[src/rtl/ldpc_syndrome_check_pkg.sv]
// Shared constants, FSM encoding and generator ROM contents for the 4320/360 LDPC
// encoder and syndrome checker.
package ldpc_syndrome_check_pkg;

    localparam int K_INFO     = 4320;
    localparam int Z          = 360;
    localparam int N_GROUPS   = 12;
    localparam int N_CW       = K_INFO + Z;
    localparam int J_LAST     = Z - 1;
    localparam int G_LAST     = N_GROUPS - 1;
    localparam int K_LAST     = Z - 1;

    typedef enum logic [1:0] {
        S_IDLE   = 2'd0,
        S_INFO   = 2'd1,
        S_PARITY = 2'd2,
        S_DONE   = 2'd3
    } state_t;

    // Generator rows come from one xorshift32 stream, row 0 first, bit 0 first.
    // The loop is nested so that each inner loop stays short during elaboration.
    function automatic logic [N_GROUPS*Z-1:0] gen_rom();
        logic [N_GROUPS*Z-1:0] r;
        logic [31:0]           s;
        r = '0;
        s = 32'h2545_F491;
        for (int g = 0; g < N_GROUPS; g++) begin
            for (int j = 0; j < Z; j++) begin
                s = s ^ (s << 13);
                s = s ^ (s >> 17);
                s = s ^ (s << 5);
                r[g*Z + j] = s[0];
            end
        end
        return r;
    endfunction

    localparam logic [N_GROUPS*Z-1:0] G_ROM = gen_rom();
    localparam logic [Z-1:0]          ROW0  = G_ROM[Z-1:0];

endpackage

[src/rtl/ldpc_parity_acc.sv]
// Parity re-accumulator: generator ROM, working row W with right rotation and the
// XOR sum register that must end up equal to the received parity.
module g_rom4
    import ldpc_syndrome_check_pkg::*;
(
    input  logic         clk,
    input  logic [3:0]   addr,
    output logic [Z-1:0] row
);
    always_ff @(posedge clk) begin
        if (addr < 4'(N_GROUPS))
            row <= G_ROM[int'(addr)*Z +: Z];
        else
            row <= '0;
    end
endmodule

module ldpc_parity_acc
    import ldpc_syndrome_check_pkg::*;
(
    input  logic         clk,
    input  logic         rst,
    input  logic         start,
    input  logic         step,
    input  logic         clr,
    input  logic         din,
    input  logic         j_first,
    input  logic [3:0]   grp,
    output logic [Z-1:0] sum
);
    logic [3:0]   addr;
    logic [Z-1:0] rom_out;
    logic [Z-1:0] w;
    logic [Z-1:0] e;
    logic [Z-1:0] e_rot;

    g_rom4 u_rom (
        .clk  (clk),
        .addr (addr),
        .row  (rom_out)
    );

    // Row 0 is taken from the constant, so a restart never waits on the ROM read.
    always_comb begin
        e = w;
        if (start || (j_first && grp == 4'd0))
            e = ROW0;
        else if (j_first)
            e = rom_out;
    end

    assign e_rot = {e[0], e[Z-1:1]};

    always_ff @(posedge clk or posedge rst) begin
        if (rst) begin
            sum  <= '0;
            w    <= '0;
            addr <= '0;
        end else if (start) begin
            sum  <= din ? e : '0;
            w    <= e_rot;
            addr <= 4'd1;
        end else if (step) begin
            if (din)
                sum <= sum ^ e;
            w <= e_rot;
            if (j_first)
                addr <= grp + 4'd1;
        end else if (clr) begin
            addr <= '0;
        end
    end
endmodule

[src/rtl/ldpc_syndrome_check.sv]
// Receive-side LDPC parity check: forwards info bits, re-accumulates parity and
// counts mismatches against the received parity bits.
//   state    | meaning
//   S_IDLE   | waiting for a sof beat
//   S_INFO   | accepting info bits, forwarding them, accumulating parity
//   S_PARITY | comparing received parity against the accumulated sum
//   S_DONE   | one cycle with frame_done high, then back to S_IDLE
module ldpc_syndrome_check
    import ldpc_syndrome_check_pkg::*;
(
    input  logic       clk,
    input  logic       rst,
    input  logic       din_valid,
    input  logic       din,
    input  logic       sof,
    output logic       dout_valid,
    output logic       dout,
    output logic       frame_done,
    output logic       frame_ok,
    output logic [8:0] err_cnt,
    output logic       busy
);
    state_t       state;
    logic [8:0]   j_cnt;
    logic [3:0]   g_cnt;
    logic [8:0]   k_cnt;
    logic [Z-1:0] sum;
    logic         sof_beat;
    logic         info_step;
    logic         acc_clr;
    logic [8:0]   parity_idx;
    logic         mismatch;
    logic [8:0]   err_next;

    assign sof_beat   = din_valid & sof;
    assign info_step  = (state == S_INFO) & din_valid & ~sof;
    assign acc_clr    = (state == S_IDLE) | (state == S_DONE);
    assign parity_idx = 9'(K_LAST) - k_cnt;
    assign mismatch   = (state == S_PARITY) & din_valid & (din != sum[parity_idx]);
    assign err_next   = err_cnt + {8'd0, mismatch};

    ldpc_parity_acc u_acc (
        .clk     (clk),
        .rst     (rst),
        .start   (sof_beat),
        .step    (info_step),
        .clr     (acc_clr),
        .din     (din),
        .j_first (j_cnt == 9'd0),
        .grp     (g_cnt),
        .sum     (sum)
    );

    always_ff @(posedge clk or posedge rst) begin
        if (rst) begin
            state      <= S_IDLE;
            j_cnt      <= '0;
            g_cnt      <= '0;
            k_cnt      <= '0;
            err_cnt    <= '0;
            frame_ok   <= 1'b0;
            frame_done <= 1'b0;
            busy       <= 1'b0;
            dout_valid <= 1'b0;
            dout       <= 1'b0;
        end else begin
            frame_done <= 1'b0;
            dout_valid <= 1'b0;
            dout       <= 1'b0;
            // A sof beat restarts from any state, aborting a frame in flight.
            if (sof_beat) begin
                state      <= S_INFO;
                j_cnt      <= 9'd1;
                g_cnt      <= '0;
                k_cnt      <= '0;
                err_cnt    <= '0;
                frame_ok   <= 1'b0;
                busy       <= 1'b1;
                dout_valid <= 1'b1;
                dout       <= din;
            end else begin
                case (state)
                    S_INFO: begin
                        if (din_valid) begin
                            dout_valid <= 1'b1;
                            dout       <= din;
                            if (j_cnt == 9'(J_LAST)) begin
                                j_cnt <= '0;
                                if (g_cnt == 4'(G_LAST)) begin
                                    g_cnt <= '0;
                                    k_cnt <= '0;
                                    state <= S_PARITY;
                                end else begin
                                    g_cnt <= g_cnt + 4'd1;
                                end
                            end else begin
                                j_cnt <= j_cnt + 9'd1;
                            end
                        end
                    end
                    S_PARITY: begin
                        if (din_valid) begin
                            err_cnt <= err_next;
                            if (k_cnt == 9'(K_LAST)) begin
                                state      <= S_DONE;
                                busy       <= 1'b0;
                                frame_done <= 1'b1;
                                frame_ok   <= (err_next == 9'd0);
                            end else begin
                                k_cnt <= k_cnt + 9'd1;
                            end
                        end
                    end
                    S_DONE: state <= S_IDLE;
                    default: state <= S_IDLE;
                endcase
            end
        end
    end
endmodule

[config.mk]
export PLATFORM = sky130hd
export DESIGN_NAME = ldpc_syndrome_check
export DESIGN_NICKNAME = d
export VERILOG_FILES = /design/src/rtl/ldpc_syndrome_check_pkg.sv /design/src/rtl/ldpc_parity_acc.sv /design/src/rtl/ldpc_syndrome_check.sv
export SDC_FILE = /design/constraint.sdc
export NUM_CORES = 2
export LEC_CHECK = 0
export ABC_AREA = 0
export BUFFER_PORTS_ARGS = -buffer_cell sky130_fd_sc_hd__buf_2
export CAP_MARGIN = 15
export CELL_PAD_IN_SITES_DETAIL_PLACEMENT = 0
export CELL_PAD_IN_SITES_GLOBAL_PLACEMENT = 1
export CORE_ASPECT_RATIO = 1.2
export CORE_UTILIZATION = 51
export CTS_CLUSTER_SIZE = 14
export DETAILED_ROUTE_END_ITERATION = 10
export PLACE_DENSITY = 0.87
export SETUP_SLACK_MARGIN = 0.4
export SKIP_LAST_GASP = 1
export SYNTH_ARGS = -nofsm -noshare
export SYNTH_HDL_FRONTEND = slang
export SYNTH_HIERARCHICAL = 1
export SYNTH_SLANG_ARGS = --single-unit
export TNS_END_PERCENT = 20
[constraint.sdc]
create_clock -name clk -period 28.7 [get_ports clk]
set_input_delay 5.74 -clock clk [delete_from_list [all_inputs] [get_ports clk]]
set_output_delay 5.74 -clock clk [all_outputs]
set_load 0.005 [all_outputs]
# [After elaboration in Yosys (flattened, before gate mapping)]
# Index checks and enable logic that the tools add are counted.
[totals] out_inout_bits=14 input_bits=5 elab_cells=126 regBits=1122
[op_classes] n_eq_ne=14 addsub=5 order_cmp=2 n_reduce_logical=23 multipliers=1 shift=1 bitwise_logic=8 n_mux=58
[op_table] operator="4320-bit by 14-bit variable part select with 360-bit output, first input constant" count=1
[op_table] operator="360-bit two-way mux" count=8
[op_table] operator="360-bit XOR" count=1
[op_table] operator="9-bit two-way mux" count=13
[op_table] operator="4-bit two-way mux" count=9
[op_table] operator="1-bit two-way mux" count=19
[op_table] operator="9-bit by 1-bit adder with 9-bit output, second input constant" count=2
[op_table] operator="9-bit == test, second input constant" count=2
[op_table] operator="9-bit logical NOT" count=2
[op_table] operator="9-bit one-hot mux with 2 select lines" count=1
[op_table] operator="2-bit nonzero test" count=7
[op_table] operator="2-bit two-way mux" count=6
[op_table] operator="3-bit by 1-bit != test with 1-bit output, second input constant" count=4
[op_table] operator="9-bit by 10-bit < comparator with 1-bit output, second input constant" count=1
[op_table] operator="4-bit by 6-bit multiplier with 10-bit output, second input constant" count=1
[op_table] operator="9-bit by 1-bit adder with 9-bit output" count=1
[op_table] operator="1-bit binary-select mux with 9-bit select" count=1
[op_table] operator="3-bit by 2-bit != test with 1-bit output, second input constant" count=3
[op_table] operator="9-bit subtractor, first input constant" count=1
[op_table] operator="2-bit AND reduction" count=4
[op_table] operator="3-bit AND reduction" count=2
[op_table] operator="6-bit AND reduction" count=1
[op_table] operator="3-bit nonzero test" count=2
[op_table] operator="1-bit AND" count=5
[op_table] operator="other kinds (14)" count=15

# [Longest topological paths before layout]
[logic_depth] depth_word=11 depth_mapped=21

# [By module]
# Netlist, hierarchy kept.
[by_module_without_submodules] mod="ldpc_parity_acc" n_inst=1 cells_per_inst=3822 area_each_um2=36849.1 seq_area_each_um2=18117.4
[by_module_without_submodules] mod="g_rom4" n_inst=1 cells_per_inst=1057 area_each_um2=10561.4 seq_area_each_um2=6806.5
[by_module_without_submodules] mod="ldpc_syndrome_check" n_inst=1 cells_per_inst=502 area_each_um2=5301.3 seq_area_each_um2=950.9

# [Least setup slack after synthesis]
# OpenSTA, ideal clock, no wires.
[synth_path] kind="input-to-reg" start="input port din_valid" end="register frame_ok" arrival_ns=7.372 stages=11 t_required_ns=28.622 slack_ns=21.251 cell_sequence="clkbuf_1 nand2_1 nor3b_2 ha_1 and3_1 nand2_1 o21ai_0 o21ai_0 nor4_1 nand2_1 a21oi_1"
[synth_via] elab_chain_len=8
[synth_rtl] element="from (decl)" line="ldpc_syndrome_check.sv:13" source="input logic din_valid,"
[synth_rtl] element="1-bit AND (2 in a row)" line="ldpc_syndrome_check.sv:39" source="assign mismatch = (state == S_PARITY) & din_valid & (din != sum[parity_idx]);"
[synth_rtl] element="9-bit by 1-bit adder with 9-bit output" line="ldpc_syndrome_check.sv:40" source="assign err_next = err_cnt + {8'd0, mismatch};"
[synth_rtl] element="9-bit logical NOT" line="ldpc_syndrome_check.sv:108" source="frame_ok <= (err_next == 9'd0);"
[synth_rtl] element="1-bit two-way mux" line="ldpc_syndrome_check.sv:104" source="if (k_cnt == 9'(K_LAST)) begin"
[synth_rtl] element="1-bit two-way mux" line="ldpc_syndrome_check.sv:102" source="if (din_valid) begin"
[synth_rtl] element="1-bit two-way mux" line="ldpc_syndrome_check.sv:82" source="case (state)"
[synth_rtl] element="1-bit two-way mux" line="ldpc_syndrome_check.sv:71" source="if (sof_beat) begin"
[synth_rtl] element="to (signal assigned)" line="ldpc_syndrome_check.sv:108"
[synth_rtl] element="to (decl)" line="ldpc_syndrome_check.sv:19" source="output logic frame_ok,"
# Several ways; a longest one is shown, not always the timed one. The select of a mux whose other input is x is not followed.
# A chain may end at the register's enable or synchronous reset.

# [Worst setup path after layout]
[layout_path] start="input port din_valid" end="register u_acc.w[187]"
[layout_lines] element="1-bit AND (2 in a row)" line="ldpc_syndrome_check.sv:36" source="assign info_step = (state == S_INFO) & din_valid & ~sof;"
[layout_lines] element="net info_step" line="ldpc_syndrome_check.sv:29" source="logic info_step;"
[layout_lines] element="2-bit nonzero test (no line)"
[layout_lines] element="to (signal assigned)" line="ldpc_parity_acc.sv:61" source="w <= e_rot;"
[layout_lines] element="to (signal assigned)" line="ldpc_parity_acc.sv:66" source="w <= e_rot;"
[layout_lines] element="to (decl)" line="ldpc_parity_acc.sv:33" source="logic [Z-1:0] w;"
# The timed path passes the listed nets, and every way through them passes these cells. The select of a mux whose other input is x is not followed.

==> flow_summary.yaml <==
power:
  powerDensity_nw_per_um2: 93.6
  clkPwrFrac_pct: 28.5
  combPwrFrac_pct: 32.8
  p_leak_nw: 23.1
  net-switching-power_mw: 2.01
  intPower_mw: 3.30
  power_frac_seq_pct: 38.7
  swShare_pct: 37.9
  peakVddDrop_mv: 0.0927
detailed_routing:
  dr.first_iter.drc_count: 5398
  via_count: 42400
  drt_drc_violations_left: 0
  first_pass_iters: 9
  vias_per_cell: 6.44
  antenna_left: 0
  totalWireLength_mm: 184
  wire_per_inst_um: 27.9
sta:
  skew_ps: 30.6
  hold_violations: 0
  rsz0062_at_grt: "no"
  setup_viol: 0
  holdWs_ps: 479
  setup_slack_ps: 19020
  tightest_slew_ps: 1310
  min_period_ps: 9680
  setup_tns_ps: 0
  finalMaxSlewViolations: 0
  maxSlewHeadroom_pct: 12.6
  timing.final.crit_share_pct: 33.7
  max_freq_mhz: 103
cts:
  root_buffer: "clkbuf_16"
  insertion_delay_ps: 710
  clock-sinks: 1102
  cts.repair.resized: 0
  cts_hold_buf: 0
  cts_tree: "built"
  cts_buffer_depth: 3
  post-cts-setup-buffers: 0
  htree_levels: 3
  cts.clk_slew.worst_paths_ps: 60
  cts_buffers: 112
worst_setup_path:
  cp_max_fo: 80
  required_ps: 29300
  worstPathCellList: "buf_2 -> inv_1 -> nor2_1 -> and2_4 -> inv_4 -> nand2_4 -> buf_4 -> buf_4 -> nor2_1 -> a21oi_1"
  cp-start-kind: "input pin"
  cp-end-kind: "flop"
  setup.worst_path.class: "input pin to flop"
  crit_buf_inv: 5
  cp_slowest_cell: "buf_4"
  slowest_delay_ps: 930
  critPathTopFamily: "buffers and inverters"
  cp.arrival_ps: 10280
global_routing:
  grt_overflow: 0
  grt_pass1_vias: 40500
  grt_pass1_wl_mm: 274
  grt_antenna_before_repair: 11
  grt_max_degree: 188
  grt_usage_pct: 35.1
placement:
  dp_hpwl_mm: 114
  gp_congestion: 1.03
  port_buffers: 18
  pre_cts_ws_ps: 18510
synth:
  synth.most_common_cell: "dfrtp_1"
  synth_edf_count: 0
  ys_warn_count: 6
  synth_area_um2: 52700
  async_flop_share_pct: 69.1
  yosysSeqAreaShare_pct: 49.1
  postSynthCellCount: 5381
  synth_top_area_share_pct: 36.2
  syn_avg_cell_area_um2: 9.80
  synthTopCellsByArea: "dfrtp_1 36%, dfxtp_1 13%, mux2i_1 7.4%, nor2_1 5.1%, a21oi_1 4.4%"
  synth_cell_types: 83
  synth_nets: 5420
  synthFlopType: "dfrtp_1"
  synthTopCellsByCount: "762 x dfrtp_1, 718 x nor2_1, 528 x nand2_1, 462 x a21oi_1, 392 x mux2i_1"
  synth_largest_area_cell: "dfrtp_1"
  ys_ff_latch: 1102
die:
  rows: 128
  die_h_um: 354
  dieArea_um2: 105000
  io-pin-count: 19
  dieWidth_um: 295
  core_region_area_um2: 102000
  initial_core_util_pct: 51.7
worst_hold_path:
  hold_class: "flop to flop"
final_layout:
  regArea_um2: 25900
  multi_input_area_um2: 24300
  fin_nets: 5157
  final.fill_count: 8859
  drive_gt1_share_pct: 11.4
  syn_to_final_growth_pct: 7.67
outcome:
  outcome: "complete, no violations"
job:
  drv_cap: 0
[power groups by stage]
stage | sequential (mW) | combinational (mW) | clock, mW
CTS | 2.05 | 1.70 | 1.53
floorplan | 1.99 | 1.26 | 0
global route | 2.09 | 1.84 | 1.59
detailed placement | 2.08 | 1.69 | 0
global placement | 2.07 | 1.67 | 0
finish | 2.06 | 1.74 | 1.51
[area by class of cell]
cell class | instances | share of cell area, %
Antenna cell | 1 | 0.00441
Clock buffer | 176 | 6.02
Clock inverter | 37 | 0.688
Inverter | 40 | 0.311
Multi-Input combinational cell | 3750 | 42.8
Sequential cell | 1102 | 45.6
Tap cell | 1365 | 3.01
Timing Repair Buffer | 112 | 1.51
[worst register-to-register path: cells and delay by family (launching register included)]
family          cells  cell delay [ps]
simple gates        6             1070
compound gates      6             1340
mux                 2             1230
flops               1              830
buf+inv             2             1240
fa+ha+maj           1              280
[per-layer routing]
layer	share of wire (%)	global-route usage (%)
met1	39	46.0
met2	44	51.2
met5	0.030	0
met4	7.8	24.2
met3	10	8.42
[logic make-up after synthesis]
| group | share of synthesized area [%] |
|---|---|
| AOI/OAI and AO/OA | 11.2 |
| DFF | 49.1 |
| buffers and inverters | 4.96 |
| adders and majority gates | 0.807 |
| muxes | 11.6 |
| and+or+nand+nor | 19.3 |
| xor gates and xnor gates | 3.04 |
[per-stage QoR]
stage               power, mW  cells  instance area [um^2]  util (%)
finish                   5.31   6583                 56800      55.6
global route             5.52   6582                 56800      55.6
CTS                      5.27   6581                 56700      55.6
detailed placement       3.77   6368                 52900      51.9
global placement         3.74   6368                 52900      51.9
floorplan                3.25   5381                 52700         -
[path summary, 6_finish.rpt]
kind                                          start                    endpoint  slack, ps  cells after the start
max                                       din_valid    u_acc/w[187]$_DFFE_PP0P_      19020                     10
min                        u_acc/w[178]$_DFFE_PP0P_    u_acc/w[178]$_DFFE_PP0P_        480                      2
max reg2reg                    k_cnt[0]$_DFFE_PP0P_        frame_ok$_DFFE_PP0P_      22660                     17
min reg2reg                u_acc/w[178]$_DFFE_PP0P_    u_acc/w[178]$_DFFE_PP0P_        480                      2
max in group asynchronous                       rst   u_acc/sum[65]$_DFFE_PP0P_      19470                      6
min in group asynchronous                       rst  u_acc/sum[157]$_DFFE_PP0P_       5170                      2
[cell usage in the layout (no fill, tap or decap), types with 33 or more instances in the layout]
cell	synthesis	final
a211oi_1	183	183
a21oi_1	462	462
and4_1	180	180
buf_4	50	89
clkbuf_16	0	115
dfrtp_1	762	756
dfxtp_1	340	340
ha_1	34	34
inv_1	37	33
mux2i_1	392	392
mux4_2	89	89
nand2_1	528	527
nor2_1	718	716
nor3_1	305	305
nor3_2	148	148
o21ai_0	245	245
xnor2_1	175	175
[sequential cells by signal, indices dropped and copies added, names as in the netlist]
register         flops
j_cnt                9
g_cnt                4
dout_valid           1
u_acc/w            360
state                2
err_cnt              9
busy                 1
k_cnt                9
u_acc/sum          360
frame_ok             1
dout                 1
u_acc/u_rom/row    340
frame_done           1
u_acc/addr           4
Note: power is estimated with default switching activity, not from simulation.
